`src/rtl/mux_scan_pkg.sv`:
```
// mux_scan_pkg: shared types and constants for the mux4_1 scan sequencer.
//   state_t    : sequencer FSM states (IDLE, SETTLE, DONE)
//   NUM_CH     : number of mux channels
//   SEL_W      : width of the {s2,s1} select code
//   CH_A..CH_D : select encodings for channels a..d
package mux_scan_pkg;

  localparam int unsigned NUM_CH = 4;
  localparam int unsigned SEL_W  = 2;

  typedef enum logic [1:0] {
    IDLE   = 2'd0,
    SETTLE = 2'd1,
    DONE   = 2'd2
  } state_t;

  localparam logic [SEL_W-1:0] CH_A = 2'd0;
  localparam logic [SEL_W-1:0] CH_B = 2'd1;
  localparam logic [SEL_W-1:0] CH_C = 2'd2;
  localparam logic [SEL_W-1:0] CH_D = 2'd3;

endpackage

```
`src/rtl/mux_scan_next_chan.sv`:
```
// mux_scan_next_chan: combinational search for the next enabled channel.
// Returns the lowest enabled channel whose index is strictly greater than
// cur. cur is SEL_W+1 bits so that all-ones (-1) asks for the first
// enabled channel; this block is the only place channel skipping is decided.
//   mask  : in,  channel enable mask (bit i = channel i)
//   cur   : in,  current channel, or all-ones for "before channel 0"
//   nxt   : out, next enabled channel (CH_A when none found)
//   found : out, high when a higher enabled channel exists
module mux_scan_next_chan
  import mux_scan_pkg::*;
(
  input  logic [NUM_CH-1:0] mask,
  input  logic [SEL_W:0]    cur,
  output logic [SEL_W-1:0]  nxt,
  output logic              found
);

  logic [SEL_W:0] lo;

  always_comb begin
    nxt   = CH_A;
    found = 1'b0;
    // -1 wraps to 0, channel 3 becomes 4 (beyond the last channel)
    lo    = cur + {{SEL_W{1'b0}}, 1'b1};
    for (int unsigned i = 0; i < NUM_CH; i++) begin
      if (!found && mask[i] && (i >= 32'(lo))) begin
        found = 1'b1;
        nxt   = SEL_W'(i);
      end
    end
  end

endmodule

```
`src/rtl/mux_scan_ctrl.sv`:
```
// mux_scan_ctrl: scan sequencer driving the select lines of mux4_1.
// Steps through the enabled channels in ascending order, holds each for
// DWELL cycles, samples mux_out at the end of the dwell and builds a
// 4-bit frame. All outputs are registered.
// Optional feature macro: MUX_SCAN_CONT_EN (adds 'cont' for back-to-back
// scans of the latched mask).
//   clk, rst_n   : clock, asynchronous active-low reset
//   start        : scan request, honoured only in IDLE
//   chan_en      : channel enable mask, latched at start
//   mux_out      : output of the mux being scanned
//   cont         : (MUX_SCAN_CONT_EN only) restart scan instead of idling
//   s1, s2       : select LSB / MSB to the mux
//   busy, done   : scan in progress / one-cycle end-of-scan pulse
//   sample_valid : one-cycle pulse per sampled channel
//   sample_chan  : channel index of the sample
//   sample_bit   : sampled mux_out value
//   frame        : last sampled value per channel, unvisited bits cleared
module mux_scan_ctrl
  import mux_scan_pkg::*;
#(
  parameter int unsigned DWELL = 4,
  parameter int unsigned CNT_W = 8
) (
  input  logic              clk,
  input  logic              rst_n,
  input  logic              start,
  input  logic [NUM_CH-1:0] chan_en,
  input  logic              mux_out,
`ifdef MUX_SCAN_CONT_EN
  input  logic              cont,
`endif
  output logic              s1,
  output logic              s2,
  output logic              busy,
  output logic              done,
  output logic              sample_valid,
  output logic [SEL_W-1:0]  sample_chan,
  output logic              sample_bit,
  output logic [NUM_CH-1:0] frame
);

  localparam logic [CNT_W-1:0] LAST = CNT_W'(DWELL - 1);

  state_t              state_q, state_n;
  logic [SEL_W-1:0]    sel_q, sel_n;
  logic [CNT_W-1:0]    cnt_q, cnt_n;
  logic [NUM_CH-1:0]   mask_q, mask_n;
  logic [NUM_CH-1:0]   frame_q, frame_n;
  logic                busy_q, busy_n;
  logic                done_q, done_n;
  logic                sv_q, sv_n;
  logic [SEL_W-1:0]    sc_q, sc_n;
  logic                sb_q, sb_n;

  logic [NUM_CH-1:0]   nc_mask;
  logic [SEL_W:0]      nc_cur;
  logic [SEL_W-1:0]    nc_ch;
  logic                nc_found;
  logic                restart;

`ifdef MUX_SCAN_CONT_EN
  assign restart = cont && (mask_q != '0);
`else
  assign restart = 1'b0;
`endif

  // One search block serves both "first channel" (cur = -1) and
  // "next channel" (cur = current select) lookups.
  assign nc_mask = (state_q == IDLE) ? chan_en : mask_q;
  assign nc_cur  = (state_q == SETTLE) ? {1'b0, sel_q} : '1;

  mux_scan_next_chan u_next_chan (
    .mask  (nc_mask),
    .cur   (nc_cur),
    .nxt   (nc_ch),
    .found (nc_found)
  );

  always_comb begin
    state_n = state_q;
    sel_n   = sel_q;
    cnt_n   = cnt_q;
    mask_n  = mask_q;
    frame_n = frame_q;
    done_n  = 1'b0;
    sv_n    = 1'b0;
    sc_n    = sc_q;
    sb_n    = sb_q;

    unique case (state_q)
      IDLE: begin
        sel_n = CH_A;
        if (start) begin
          frame_n = '0;
          mask_n  = chan_en;
          if (chan_en != '0) begin
            sel_n   = nc_ch;
            cnt_n   = '0;
            state_n = SETTLE;
          end else begin
            state_n = DONE;
          end
        end
      end

      SETTLE: begin
        cnt_n = cnt_q + 1'b1;
        if (cnt_q == LAST) begin
          sv_n           = 1'b1;
          sc_n           = sel_q;
          sb_n           = mux_out;
          frame_n[sel_q] = mux_out;
          cnt_n          = '0;
          if (nc_found) begin
            sel_n = nc_ch;
          end else begin
            state_n = DONE;
          end
        end
      end

      DONE: begin
        done_n = 1'b1;
        if (restart) begin
          sel_n   = nc_ch;
          cnt_n   = '0;
          frame_n = '0;
          state_n = SETTLE;
        end else begin
          sel_n   = CH_A;
          state_n = IDLE;
        end
      end

      default: begin
        sel_n   = CH_A;
        state_n = IDLE;
      end
    endcase

    busy_n = (state_n != IDLE);
  end

  always_ff @(posedge clk or negedge rst_n) begin
    if (!rst_n) begin
      state_q <= IDLE;
      sel_q   <= CH_A;
      cnt_q   <= '0;
      mask_q  <= '0;
      frame_q <= '0;
      busy_q  <= 1'b0;
      done_q  <= 1'b0;
      sv_q    <= 1'b0;
      sc_q    <= '0;
      sb_q    <= 1'b0;
    end else begin
      state_q <= state_n;
      sel_q   <= sel_n;
      cnt_q   <= cnt_n;
      mask_q  <= mask_n;
      frame_q <= frame_n;
      busy_q  <= busy_n;
      done_q  <= done_n;
      sv_q    <= sv_n;
      sc_q    <= sc_n;
      sb_q    <= sb_n;
    end
  end

  assign s1           = sel_q[0];
  assign s2           = sel_q[1];
  assign busy         = busy_q;
  assign done         = done_q;
  assign sample_valid = sv_q;
  assign sample_chan  = sc_q;
  assign sample_bit   = sb_q;
  assign frame        = frame_q;

endmodule

```
`config.mk`:
```
export PLATFORM = sky130hd
export DESIGN_NAME = mux_scan_ctrl
export DESIGN_NICKNAME = d
export VERILOG_FILES = /design/src/rtl/mux_scan_pkg.sv /design/src/rtl/mux_scan_next_chan.sv /design/src/rtl/mux_scan_ctrl.sv
export SDC_FILE = /design/constraint.sdc
export NUM_CORES = 1
export LEC_CHECK = 0
export BUFFER_PORTS_ARGS = -buffer_cell sky130_fd_sc_hd__buf_2
export CAP_MARGIN = 40
export CORE_ASPECT_RATIO = 1.75
export CORE_MARGIN = 3
export CORE_UTILIZATION = 50
export CTS_CLUSTER_DIAMETER = 30
export DETAILED_ROUTE_END_ITERATION = 6
export PLACE_DENSITY = 0.78
export SLEW_MARGIN = 25
export SYNTH_ARGS = -nofsm -noshare
export SYNTH_HDL_FRONTEND = slang
export SYNTH_SLANG_ARGS = --single-unit
```
`constraint.sdc`:
```
create_clock -name clk -period 2.05 [get_ports clk]
set_input_delay 0.3075 -clock clk [delete_from_list [all_inputs] [get_ports clk]]
set_output_delay 0.3075 -clock clk [all_outputs]
set_load 0.05 [all_outputs]
```
## After elaboration in Yosys (flattened, before gate mapping)

Index checks and enable logic that the tools add are counted.

- Word-level logic and storage cells: 77
- Input bits: 8
- Output and inout port bits: 12
- Bits in registers: 26

- Eq/ne operators: 7
- Muxes and demuxes: 32
- Reductions and logical operators: 20
- Add/subtract/negate cells: 2
- $lt $le $gt $ge: 6

Operators by type and width:

| operator | number |
|---|---|
| two-way mux 8 bit | 3 |
| two-way mux 2 bit | 10 |
| case mux 8 bit (2 select lines) | 1 |
| two-way mux 4 bit | 3 |
| two-way mux 1 bit | 9 |
| adder 8 x 1 -> 8 bit (second input constant) | 1 |
| == test 8 x 2 -> 1 bit (second input constant) | 1 |
| logical AND 1 bit | 8 |
| case mux 2 bit (2 select lines) | 2 |
| case mux 4 bit (2 select lines) | 1 |
| >= comparator 1 x 3 -> 1 bit (first input constant) | 2 |
| >= comparator 2 x 3 -> 1 bit (first input constant) | 2 |
| AND reduction 2 bit | 3 |
| AND reduction 3 bit | 2 |
| bitwise mux 4 bit | 1 |
| != test 2 x 1 -> 1 bit (second input constant) | 2 |
| != test 2 bit (second input constant) | 2 |
| nonzero test 2 bit | 2 |
| nonzero test 4 bit | 1 |
| adder 3 x 1 -> 3 bit (second input constant) | 1 |
| zero test 1 bit | 3 |
| < comparator 2 x 3 -> 1 bit (second input constant) | 1 |
| two-way mux 3 bit | 1 |
| demux 1 bit (select 2 bit) | 1 |
| other kinds (4) | 4 |

## Logic depth before layout (Yosys ltp)

Gate-level depths: netlist (run 1).

- Word-level depth: 22
- Gate-level depth with buffers: 10
- Depth with buffers taken out: 8

## Modules after synthesis

Synthesis (run 1) repeated with hierarchy kept, for this count alone.

- Cells, all modules: 140
- Area, all modules: 1385.1 um^2

Modules (own cells, without submodules):

| module | area each (um^2) | cells each | times used |
|---|---|---|---|
| mux_scan_ctrl | 1255.0 | 124 | 1 |
| mux_scan_next_chan | 130.1 | 16 | 1 |

## Worst setup path after synthesis (run 1)

Ideal clock, no wire load.

- Path type: register -> register
- Start: register sel_q[0]
- End: register sel_q[0]
- Buffers on the path: 1
- Required time: 1.927 ns
- Setup time: 0.123 ns
- Setup slack: -0.320 ns
- Data arrival time: 2.247 ns
- Cell stages (with the launch flop): 9
- Period minus slack after synthesis: 2.370 ns
- Path through: dfrtp_1 > clkbuf_1 > nand2b_1 > ha_1 > and3_1 > a31o_1 > a311oi_2 > a31oi_2 > o221a_1

- Longest elaborated chain between the ends: 20
- Elaborated cells between the ends (all ways): 30
- Classes of those cells: add/sub: 1; order compare: 4; eq/ne: 1; mux: 13; reduce/logical: 11

RTL lines:

| what | RTL line | RTL |
|---|---|---|
| start, declared | mux_scan_ctrl.sv:45 | `logic [SEL_W-1:0] sel_q, sel_n;` |
| start signal, assigned | mux_scan_ctrl.sv:158 | `sel_q <= sel_n;` |
| two-way mux 3 bit (*) | mux_scan_ctrl.sv:70 | `assign nc_cur = (state_q == SETTLE) ? {1'b0, sel_q} : '1;` |
| adder 3 x 1 -> 3 bit (*) | mux_scan_next_chan.sv:24 | `lo = cur + {{SEL_W{1'b0}}, 1'b1};` |
| >= comparator 1 x 3 -> 1 bit | mux_scan_next_chan.sv:26 | `if (!found && mask[i] && (i >= 32'(lo))) begin` |
| logical AND 1 bit | mux_scan_next_chan.sv:26 |  |
| two-way mux 1 bit | mux_scan_next_chan.sv:26 |  |
| zero test 1 bit | mux_scan_next_chan.sv:26 |  |
| logical AND 1 bit (2 in a row) | mux_scan_next_chan.sv:26 |  |
| two-way mux 1 bit | mux_scan_next_chan.sv:26 |  |
| zero test 1 bit | mux_scan_next_chan.sv:26 |  |
| logical AND 1 bit (2 in a row) | mux_scan_next_chan.sv:26 |  |
| two-way mux 1 bit | mux_scan_next_chan.sv:26 |  |
| zero test 1 bit | mux_scan_next_chan.sv:26 |  |
| logical AND 1 bit (2 in a row) | mux_scan_next_chan.sv:26 |  |
| two-way mux 2 bit | mux_scan_next_chan.sv:26 |  |
| two-way mux 2 bit, on equally long branches | mux_scan_ctrl.sv:114, mux_scan_ctrl.sv:96 |  |
| two-way mux 2 bit, on equally long branches | mux_scan_ctrl.sv:108, mux_scan_ctrl.sv:93 |  |
| case mux 2 bit (2 select lines) | mux_scan_ctrl.sv:90 | `unique case (state_q)` |

Mark *: on every way between the ends. The rest lies on a longest branch, timed or not. The select of a mux whose other input is x is not followed.
A chain may end at the register's enable or synchronous reset.

## Final worst setup path (run 1)

- Start: register state_q[1]
- End: register sel_q[0]

- Longest elaborated chain between the ends: 21
- Elaborated cells between the ends (all ways): 34
- Classes of those cells: add/sub: 1; order compare: 4; eq/ne: 3; mux: 14; reduce/logical: 12

RTL lines:

| what | RTL line | RTL |
|---|---|---|
| start, declared | mux_scan_ctrl.sv:44 | `state_t state_q, state_n;` |
| start signal, assigned | mux_scan_ctrl.sv:157 | `state_q <= state_n;` |
| == test 2 x 1 -> 1 bit | mux_scan_ctrl.sv:70, mux_scan_ctrl.sv:90 |  |
| two-way mux 3 bit | mux_scan_ctrl.sv:70 |  |
| adder 3 x 1 -> 3 bit | mux_scan_next_chan.sv:24 |  |
| >= comparator 1 x 3 -> 1 bit | mux_scan_next_chan.sv:26 |  |
| logical AND 1 bit | mux_scan_next_chan.sv:26 |  |
| two-way mux 1 bit | mux_scan_next_chan.sv:26 |  |
| zero test 1 bit | mux_scan_next_chan.sv:26 |  |
| logical AND 1 bit (2 in a row) | mux_scan_next_chan.sv:26 |  |
| [... 2 more ...] | n/a |  |
| logical AND 1 bit (2 in a row) | mux_scan_next_chan.sv:26 |  |
| two-way mux 1 bit | mux_scan_next_chan.sv:26 |  |
| zero test 1 bit | mux_scan_next_chan.sv:26 |  |
| logical AND 1 bit (2 in a row) | mux_scan_next_chan.sv:26 |  |
| two-way mux 2 bit | mux_scan_next_chan.sv:26 |  |
| two-way mux 2 bit, on equally long branches | mux_scan_ctrl.sv:114, mux_scan_ctrl.sv:96 |  |
| two-way mux 2 bit, on equally long branches | mux_scan_ctrl.sv:108, mux_scan_ctrl.sv:93 |  |
| case mux 2 bit (2 select lines) | mux_scan_ctrl.sv:90 |  |

Parallel ways exist; a longest one is shown, timed or not. The select of a mux whose other input is x is not followed.

==> flow_summary_export.csv, run 1 <==
group,metric,value,unit
outcome,outcome,"finished with violations",
outcome,violations,"negative setup slack",
sta,post-route-min-period,2.07,ns
sta,finalClockSkew,0.00546,ns
finish,final_common_cell,"dfrtp_1",
sta,fin_crit_sh,1.01,
clock_network,cts_tree,"done",
power_and_ir_drop,power_frac_comb,0.592,
finish,diodes,0,
floorplan,rows,24,
yosys,synthFlopType,"dfrtp_1",
clock_network,cts.sinks,26,
finish,area_growth,22.2,%
worst_setup_path,slowest_delay,0.43,ns
yosys,yosys_warnings,0,
sta,fmax,484,MHz
worst_setup_path,critPathArrivalTime,2.28,ns
yosys,synth_area,1380,um2
floorplan,fp.dieH,75.6,um
yosys,synth-seq-area-share,0.470,
clock_network,cts_root_buf,"clkbuf_8",
floorplan,core_area,2550,um2
route,drtIter0Drc,70,
floorplan,dieArea,3460,um2
power_and_ir_drop,power.switching,1420,uW
finish,drive_gt1_frac,0.353,
power_and_ir_drop,leakage,0.000776,uW
route,vias,1175,
yosys,yosysUniqueCellTypes,49,
finish,final_cell_mix,"24 x dfrtp_1, 19 x buf_2, 17 x nand2_1, 12 x o21ai_1, 11 x buf_4",
clock_network,h-tree-depth,1,
yosys,synth_edf_count,0,
route,drt_pass1_iterations,4,
placed_design,dp.cells,187,
yosys,yosysTopAreaCell,"dfrtp_1",
worst_setup_path,start_kind,"register",
flow_run,drv_cap,0,
sta,slew_headroom,0.621,
sta,slew_viol_final,0,
placed_design,place_ws,-0.0184,ns
yosys,synth_top_area_share,0.470,
route,drt-wirelength-per-cell,16.6,um
placed_design,dp.final_hpwl,2.23,mm
floorplan,io_pins,20,
power_and_ir_drop,irDropWorstVdd,880,uV
global_route,grt_first_pass_wirelength,5.27,mm
global_route,antenna_found_initial,0,
yosys,ys_async_sr_fraction,1.00,
global_route,grt_pass1_vias,1198,
worst_setup_path,slowest_stage,"a221o_1",
power_and_ir_drop,clkPwrFrac,0.137,
power_and_ir_drop,seqPwrFrac,0.271,
global_route,grt_util_met2,0.355,
global_route,grt_max_degree,27,
placed_design,place_congestion,0.845,
yosys,synth_seq_cells,26,
route,via_per_inst,5.99,
worst_setup_path,cp.required,2.26,ns
global_route,use_met3,0.0378,
route,drc,0,
worst_setup_path,timing_worst_setup_path_type,"reg2reg",
power_and_ir_drop,switching_share,0.455,
finish,finalNonFillerCells,196,
route,ant_nets,0,
sta,hold_viol,0,
floorplan,die_width,45.8,um
sta,finalWorstSetupSlack,-0.0160,ns
global_route,grt_overflow_total,0,
sta,rsz0062_at_grt,"true",
power_and_ir_drop,power_density,1840,nW/um2
worst_setup_path,critical_path.cell_chain,"and2b_2 > nand2_2 > ha_4 > buf_6 > nand3b_1 > a221o_1 > buf_4 > nand2_1 > o221a_1",
sta,tightest_slew,0.568,ns
placed_design,io_buffers,19,
yosys,synth_nets,149,
finish,nets,181,
global_route,grt_use_met1,0.244,
yosys,yosys-top-cells-area,"dfrtp_1 47%, nand2_1 4.9%, o21ai_1 4.0%",
global_route,track_usage,0.207,
clock_network,ctsLongestPathBuffers,2,
worst_setup_path,crit_path_end_kind,"register",
floorplan,initial_core_util,0.542,
route,routed_wl,3.26,mm
sta,hold_slack,0.0167,ns
worst_hold_path,min_path_type,"in2async",
yosys,synth_area_per_cell,9.96,um2
clock_network,cts_made_buffers,3,
clock_network,clk_latency,0.27,ns
sta,setup_violations,1,
worst_setup_path,path_max_fanout,4,
yosys,syn_inst,139,
global_route,busiest_layer,"met2",
power_and_ir_drop,p_int,1700,uW
clock_network,path_clk_slew,0.09,ns
Yosys cell counts (2+ instances only):
cell	instances
nand2b_1	3
nand2_1	18
ha_1	2
and3_1	2
inv_1	4
o21ai_0	9
o21ai_1	11
a31oi_1	2
dfrtp_1	26
a21oi_1	3
nand3_1	2
clkbuf_1	2
nor2_1	10
mux2_2	4
nor2b_1	3
nand4_1	3
o41ai_1	3
cells by family after synthesis:
family          share of synthesized area
simple gates                        0.203
buf+inv                            0.0362
mux                                0.0325
xor+xnor                          0.00633
flops                               0.470
fa+ha+maj                          0.0181
compound gates                      0.234
registers in the layout (all words and copies together) (netlist names):
register	flops
sample_chan	2
done	1
frame	4
cnt_q	8
sample_valid	1
busy	1
state_q	2
sel_q	2
mask_q	4
sample_bit	1
per-stage QoR:
step | power [uW] | area, um2 | utilization | TNS (ns)
detailed placement | 2520 | 1560 | 0.611 | -0.0363
finish | 3120 | 1690 | 0.663 | -0.0160
global placement | 2470 | 1560 | 0.611 | 0
floorplan | 2140 | 1420 | - | -0.0716
global route | 3330 | 1690 | 0.663 | -0.216
CTS | 3030 | 1670 | 0.654 | -0.00877
critical path: cells and delay by family (launching register included):
family          cells  cell delay [ns]
compound gates      2             0.61
flops               1             0.38
fa+ha+maj           1             0.17
simple gates        4             0.55
buf+inv             2             0.28
path summary, 6_finish.rpt:
| check | start | to | slack [ns] | cells after the start |
|---|---|---|---|---|
| max | state_q[1]$_DFF_PN0_ | sel_q[0]$_DFFE_PN0P_ | -0.02 | 9 |
| min | rst_n | state_q[0]$_DFF_PN0_ | 0.02 | 1 |
| max reg2reg | state_q[1]$_DFF_PN0_ | sel_q[0]$_DFFE_PN0P_ | -0.02 | 9 |
| min reg2reg | sample_chan[1]$_DFFE_PN0P_ | sample_chan[1]$_DFFE_PN0P_ | 0.48 | 2 |
| max in group asynchronous | rst_n | sel_q[1]$_DFFE_PN0P_ | 1.63 | 1 |
| min in group clk | chan_en[1] | state_q[1]$_DFF_PN0_ | 0.28 | 2 |
layer usage:
metal | share of wire | vias to the layer above
met5 | 0 | -
met4 | 0.0058 | 0
met3 | 0.047 | 2
met2 | 0.53 | 37
met1 | 0.42 | 568
li1 | - | 568
final cells by class:
type | count | area (um2)
Sequential cell | 26 | 653
Clock buffer | 3 | 41.3
Tap cell | 26 | 32.5
Multi-Input combinational cell | 104 | 722
Clock inverter | 1 | 30.0
Inverter | 5 | 23.8
Timing Repair Buffer | 31 | 189
Fill cell | 195 | 861
what timing repair did:
action	CTS	global route
resized for setup	4	3
pin swaps	2	7
setup endpoints to repair	2	7
hold buffers	0	0
setup buffers	3	2
power groups by stage:
stage	sequential [uW]	combinational, uW	clock (uW)
finish	844	1850	428
floorplan	1170	972	0
global route	868	2010	454
global placement	840	1630	0
CTS	842	1760	430
detailed placement	848	1670	0
Note: power is estimated with default switching activity, not from simulation.
==> inputs of run 2 (changes only) <==
- ABC_AREA: default -> 1
- CORE_UTILIZATION: 50 -> 51
- PLACE_DENSITY: 0.78 -> 0.79
- SYNTH_HIERARCHICAL: default -> 1
==> flow_summary_export.csv, run 2 <==
group,metric,value,unit
power_and_ir_drop,power_frac_comb,0.621,
power_and_ir_drop,power.switching,1480,uW
clock_network,clk_latency,0.26,ns
clock_network,cts_tree,"done",
yosys,yosys_warnings,6,
floorplan,io_pins,20,
finish,final_cell_mix,"50 x nand2_1, 25 x dfrtp_1, 19 x buf_2, 17 x inv_1, 16 x nand3_1",
outcome,outcome,"completed",
route,drc,0,
power_and_ir_drop,p_int,1460,uW
yosys,yosysTopAreaCell,"dfrtp_1",
global_route,antenna_found_initial,0,
route,via_per_inst,5.18,
floorplan,rows,25,
worst_setup_path,slowest_delay,0.47,ns
yosys,yosysUniqueCellTypes,25,
finish,multi_input_area,751,um2
finish,regMostFlops,"cnt_q",
clock_network,cts.sinks,26,
clock_network,cts_hold_buf,0,
worst_setup_path,slowest_stage,"dfrtp_1",
route,drt-wirelength-per-cell,12.4,um
global_route,grt_max_degree,27,
route,routed_wl,2.92,mm
yosys,ys_async_sr_fraction,1.00,
route,wl_met3,67,um
sta,finalClockSkew,0.00170,ns
sta,slew_viol_final,0,
sta,hold_slack,0.0295,ns
yosys,synthFlopType,"dfrtp_1",
finish,final_util,0.623,
yosys,synth_top_area_share,0.441,
yosys,syn_inst,184,
yosys,yosys-top-cells-area,"dfrtp_1 44%, nand2_1 14%, nand3_1 5.4%",
route,wl_met1,1.14,mm
finish,area_growth,15.0,%
global_route,track_usage,0.183,
sta,hold_viol,0,
global_route,grt_pass1_vias,1170,
sta,post-route-min-period,1.90,ns
yosys,synth_common_cells,"55 x nand2_1, 26 x dfrtp_1, 18 x inv_1, 16 x nand3_1, 13 x nor2_1",
finish,final_common_cell,"nand2_1",
clock_network,h-tree-depth,1,
power_and_ir_drop,leakage,0.000901,uW
route,maxUsedRoutingLayer,"met4",
power_and_ir_drop,clkPwrFrac,0.100,
clock_network,path_clk_slew,0.09,ns
floorplan,dieArea,3600,um2
power_and_ir_drop,power_density,1740,nW/um2
floorplan,fp.dieH,77.1,um
sta,fin_crit_sh,0.926,
placed_design,place_congestion,0.812,
clock_network,cts_made_buffers,3,
power_and_ir_drop,switching_share,0.504,
worst_setup_path,critical_path.cell_chain,"nand2_4 > inv_4 > nand2_4 > inv_2 > ha_4 > nand2_2 > nand2_2 > nand2_2 > nand2_1 > nor2_1 > nor2_1 > inv_1 > nand2_1 > nand2_1 > nand2_1 > nand2_1",
finish,drive_gt1_frac,0.263,
sta,slew_headroom,0.616,
worst_setup_path,crit_top_cell,"nand2_1",
flow_run,drv_cap,0,
clock_network,ctsLongestPathBuffers,2,
global_route,grt_first_pass_wirelength,5.00,mm
sta,setup_violations,0,
global_route,grt_overflow_total,0,
route,vias,1223,
worst_setup_path,reg2reg_depth,16,
placed_design,io_buffers,19,
clock_network,cts_root_buf,"clkbuf_8",
power_and_ir_drop,finalPower,2940,uW
yosys,synth_edf_count,0,
route,drtIter0Drc,25,
finish,diodes,0,
worst_hold_path,min_path_type,"in2async",
worst_setup_path,critPathArrivalTime,2.06,ns
yosys,yosysMostFrequentCell,"nand2_1",
route,ant_nets,0,
finish,fin_area,1700,um2
finish,largest_reg_flops,8,
yosys,synth-seq-area-share,0.441,
power_and_ir_drop,irDropWorstVdd,1100,uV
floorplan,initial_core_util,0.542,
power_and_ir_drop,seqPwrFrac,0.279,
worst_setup_path,timing_worst_setup_path_type,"reg2reg",
route,route.met2.wl,1.66,mm
yosys,synth_seq_cells,26,
finish,n_fill_cell,246,
worst_setup_path,start_kind,"register",
placed_design,dp.final_hpwl,2.16,mm
placed_design,dpl_cell_area,1600,um2
yosys,synth_nets,196,
yosys,synth_area_per_cell,8.01,um2
finish,nets,222,
worst_setup_path,crit_path_end_kind,"register",
worst_setup_path,cp.required,2.21,ns
route,drt_pass1_iterations,4,
finish,regArea,652,um2
sta,tightest_slew,0.576,ns
sta,fmax,527,MHz
floorplan,die_width,46.6,um
worst_setup_path,path_max_fanout,4,
floorplan,core_area,2720,um2
yosys,synth_area,1470,um2
run 2: cell types whose count changed in the layout (fill, tap and decap cells not counted), sizes merged, moves of 4 or more:
cell,delta
nand3,+14
buf,-8
o22ai,+4
nand2,+43
mux2,-4
nor2,+6
o21ai,-9
inv,+19
run 2: final timing paths:
kind | end | slack (ns) | start
worst min-delay path | cnt_q[5]$_DFFE_PN0P_ | 0.03 | rst_n
worst min register to register | frame[2]$_DFFE_PN0P_ | 0.47 | frame[2]$_DFFE_PN0P_
worst max register to register | sel_q[0]$_DFFE_PN0P_ | 0.15 | state_q[0]$_DFF_PN0_
worst max-delay path | sel_q[0]$_DFFE_PN0P_ | 0.15 | state_q[0]$_DFF_PN0_
min in group clk | mask_q[0]$_DFFE_PN0P_ | 0.32 | chan_en[0]
max in group asynchronous | sel_q[1]$_DFFE_PN0P_ | 1.61 | rst_n
run 2: metrics by stage:
stage          std cells  setup WS, ns  TNS, ns
2_1_floorplan        184        0.0262        0
3_3_place_gp         231         0.155        0
3_5_place_dp         231         0.112        0
4_1_cts              235        0.0941        0
5_1_grt              236       -0.0225  -0.0225
6_report             236         0.152        0
run 2: power groups by stage:
stage | Sequential, uW | Clock [uW] | Combinational, uW
finish | 822 | 293 | 1830
global route | 848 | 320 | 2040
CTS | 824 | 298 | 1680
detailed placement | 833 | 0 | 1680
global placement | 830 | 0 | 1650
floorplan | 1100 | 0 | 1090
run 2: cell families after synthesis:
family,Yosys count,synth area share
XOR/XNOR,4,0.0289
buffers and inverters,25,0.0755
adder cells (fa/ha/maj),4,0.0340
AND/OR/NAND/NOR,100,0.322
flip-flops,26,0.441
AO/OA/AOI/OAI,25,0.0985
run 2: critical path, delay by kind of cell, from the launching register on:
family / cells / cell delay [ns]
and+or+nand+nor: 12 / 0.87
DFF: 1 / 0.47
adders and majority gates: 1 / 0.27
buffers and inverters: 3 / 0.18
run 2: routing by layer:
layer  vias to the layer above  GRT usage
met4                         0     0.0748
li1                        634          -
met1                       567      0.218
met3                         6     0.0235
met2                        16      0.312
met5                         -          0
run 2: final cells by class:
type | count | share of cell area
multi-input cells | 133 | 0.443
flip-flops and latches | 26 | 0.385
repair buffers | 23 | 0.0738
inverters | 23 | 0.0524
clock buffers | 4 | 0.0266
well taps | 27 | 0.0199
run 2: what timing repair did:
action                     in CTS  in global routing
buffers inserted                0                  1
resized for setup               0                 10
setup endpoints to repair       0                  3
==> inputs of run 3 (changes only) <==
- CORE_MARGIN: 3 -> default
==> flow_summary_export.csv, run 3 (synthesis results as in run 2) <==
group,metric,value,unit
finish,diodes,0,
sta,setup_violations,0,
power_and_ir_drop,power_density,1740,nW/um2
finish,drive_gt1_frac,0.254,
route,routed_wl,2.93,mm
sta,slew_headroom,0.619,
floorplan,initial_core_util,0.542,
global_route,antenna_found_initial,0,
route,via_per_inst,5.30,
power_and_ir_drop,irDropWorstVdd,1090,uV
worst_setup_path,slowest_delay,0.44,ns
worst_setup_path,timing_worst_setup_path_type,"reg2reg",
worst_setup_path,start_kind,"register",
global_route,track_usage,0.205,
placed_design,place_ws,0.0938,ns
worst_hold_path,min_path_type,"in2async",
sta,slew_viol_final,0,
floorplan,io_pins,20,
finish,area_growth,14.4,%
flow_run,drv_cap,0,
clock_network,path_clk_slew,0.09,ns
route,drt_pass1_iterations,4,
clock_network,h-tree-depth,1,
placed_design,dp.final_hpwl,2.18,mm
sta,hold_viol,0,
worst_setup_path,crit_top_cell,"nand2_1",
sta,finalClockSkew,0.00407,ns
clock_network,clk_latency,0.27,ns
clock_network,cts_tree,"done",
finish,fin_area,1690,um2
worst_setup_path,crit_path_end_kind,"register",
floorplan,dieArea,3120,um2
route,ant_nets,0,
placed_design,dpl_cell_area,1600,um2
placed_design,place_congestion,0.815,
worst_setup_path,path_max_fanout,5,
finish,final_cell_mix,"52 x nand2_1, 24 x dfrtp_1, 19 x buf_2, 18 x inv_1, 16 x nand3_1",
outcome,outcome,"completed",
clock_network,ctsLongestPathBuffers,2,
clock_network,cts_made_buffers,3,
floorplan,core_area,2720,um2
power_and_ir_drop,leakage,0.000899,uW
sta,post-route-min-period,1.95,ns
sta,fin_crit_sh,0.951,
finish,largest_reg_flops,8,
route,drt-wirelength-per-cell,12.4,um
floorplan,die_width,42.6,um
clock_network,cts.sinks,26,
route,drc,0,
sta,finalWorstSetupSlack,0.100,ns
finish,nets,222,
worst_setup_path,critPathArrivalTime,2.16,ns
global_route,grt_first_pass_wirelength,4.89,mm
worst_setup_path,slowest_stage,"dfrtp_2",
finish,regMostFlops,"cnt_q",
route,drtIter0Drc,23,
floorplan,fp.dieH,73.1,um
worst_setup_path,critical_path.cell_chain,"inv_1 > nand2_2 > inv_1 > ha_4 > nor2_1 > nand2_1 > nand2_2 > nand2_1 > nor2_1 > nor2_1 > inv_1 > nand2_2 > nand2_1 > nand2_1 > nand2_1",
clock_network,cts_root_buf,"clkbuf_8",
floorplan,rows,25,
global_route,grt_max_degree,27,
global_route,grt_pass1_vias,1158,
route,vias,1250,
power_and_ir_drop,finalPower,2940,uW
global_route,grt_overflow_total,0,
sta,fmax,513,MHz
sta,hold_slack,0.0160,ns
finish,n_fill_cell,248,
finish,final_common_cell,"nand2_1",
sta,tightest_slew,0.572,ns
worst_setup_path,cp.required,2.26,ns
finish,final_util,0.620,
placed_design,io_buffers,19,
## run 3: routing by layer
| layer | share of wire | global-route usage | wire [um] | vias to the layer above |
|---|---|---|---|---|
| met5 | 0 | 0 | 0 | - |
| li1 | - | - | - | 636 |
| met2 | 0.54 | 0.375 | 1580 | 32 |
| met3 | 0.031 | 0.0272 | 91 | 8 |
| met4 | 0.021 | 0.0972 | 63 | 0 |
| met1 | 0.41 | 0.226 | 1200 | 574 |
## run 3: worst max-delay path: cells and delay by family (launching register included)
kind                       cells  cell delay [ns]
DFF                            1             0.44
and+or+nand+nor               11             0.83
buffers and inverters          3             0.39
adders and majority gates      1             0.21
## run 3: power by group
part / internal [uW] / switching [uW]
combinational: 638 / 1180
sequential: 694 / 134
clock: 139 / 160
## run 3: final timing paths
path | end | slack, ns | startpoint | cells after the start
max reg2reg | sel_q[1]$_DFFE_PN0P_ | 0.10 | sel_q[1]$_DFFE_PN0P_ | 15
min in group clk | sample_bit$_DFFE_PN0P_ | 0.32 | mux_out | 3
min reg2reg | frame[3]$_DFFE_PN0P_ | 0.47 | frame[3]$_DFFE_PN0P_ | 2
min | cnt_q[5]$_DFFE_PN0P_ | 0.02 | rst_n | 1
max in group asynchronous | sel_q[1]$_DFFE_PN0P_ | 1.62 | rst_n | 1
max | sel_q[1]$_DFFE_PN0P_ | 0.10 | sel_q[1]$_DFFE_PN0P_ | 15
## run 3: timing repair
action | CTS | global route
gates resized for setup | 0 | 7
endpoints found under the setup margin | 0 | 3
hold buffers | 0 | 0
buffers inserted | 0 | 1
## run 3: final cells by class
class	instances	area (um2)	share of cell area
Sequential cell	26	653	0.387
Tap cell	27	33.8	0.0200
Inverter	23	88.8	0.0527
Timing Repair Buffer	23	125	0.0742
Multi-Input combinational cell	133	741	0.439
Clock buffer	4	45.0	0.0267
## run 3: metrics by stage
| stage | instances | TNS [ns] |
|---|---|---|
| 3_5_place_dp | 231 | 0 |
| 3_3_place_gp | 231 | 0 |
| 6_report | 236 | 0 |
| 2_1_floorplan | 184 | 0 |
| 4_1_cts | 235 | 0 |
| 5_1_grt | 236 | -0.145 |
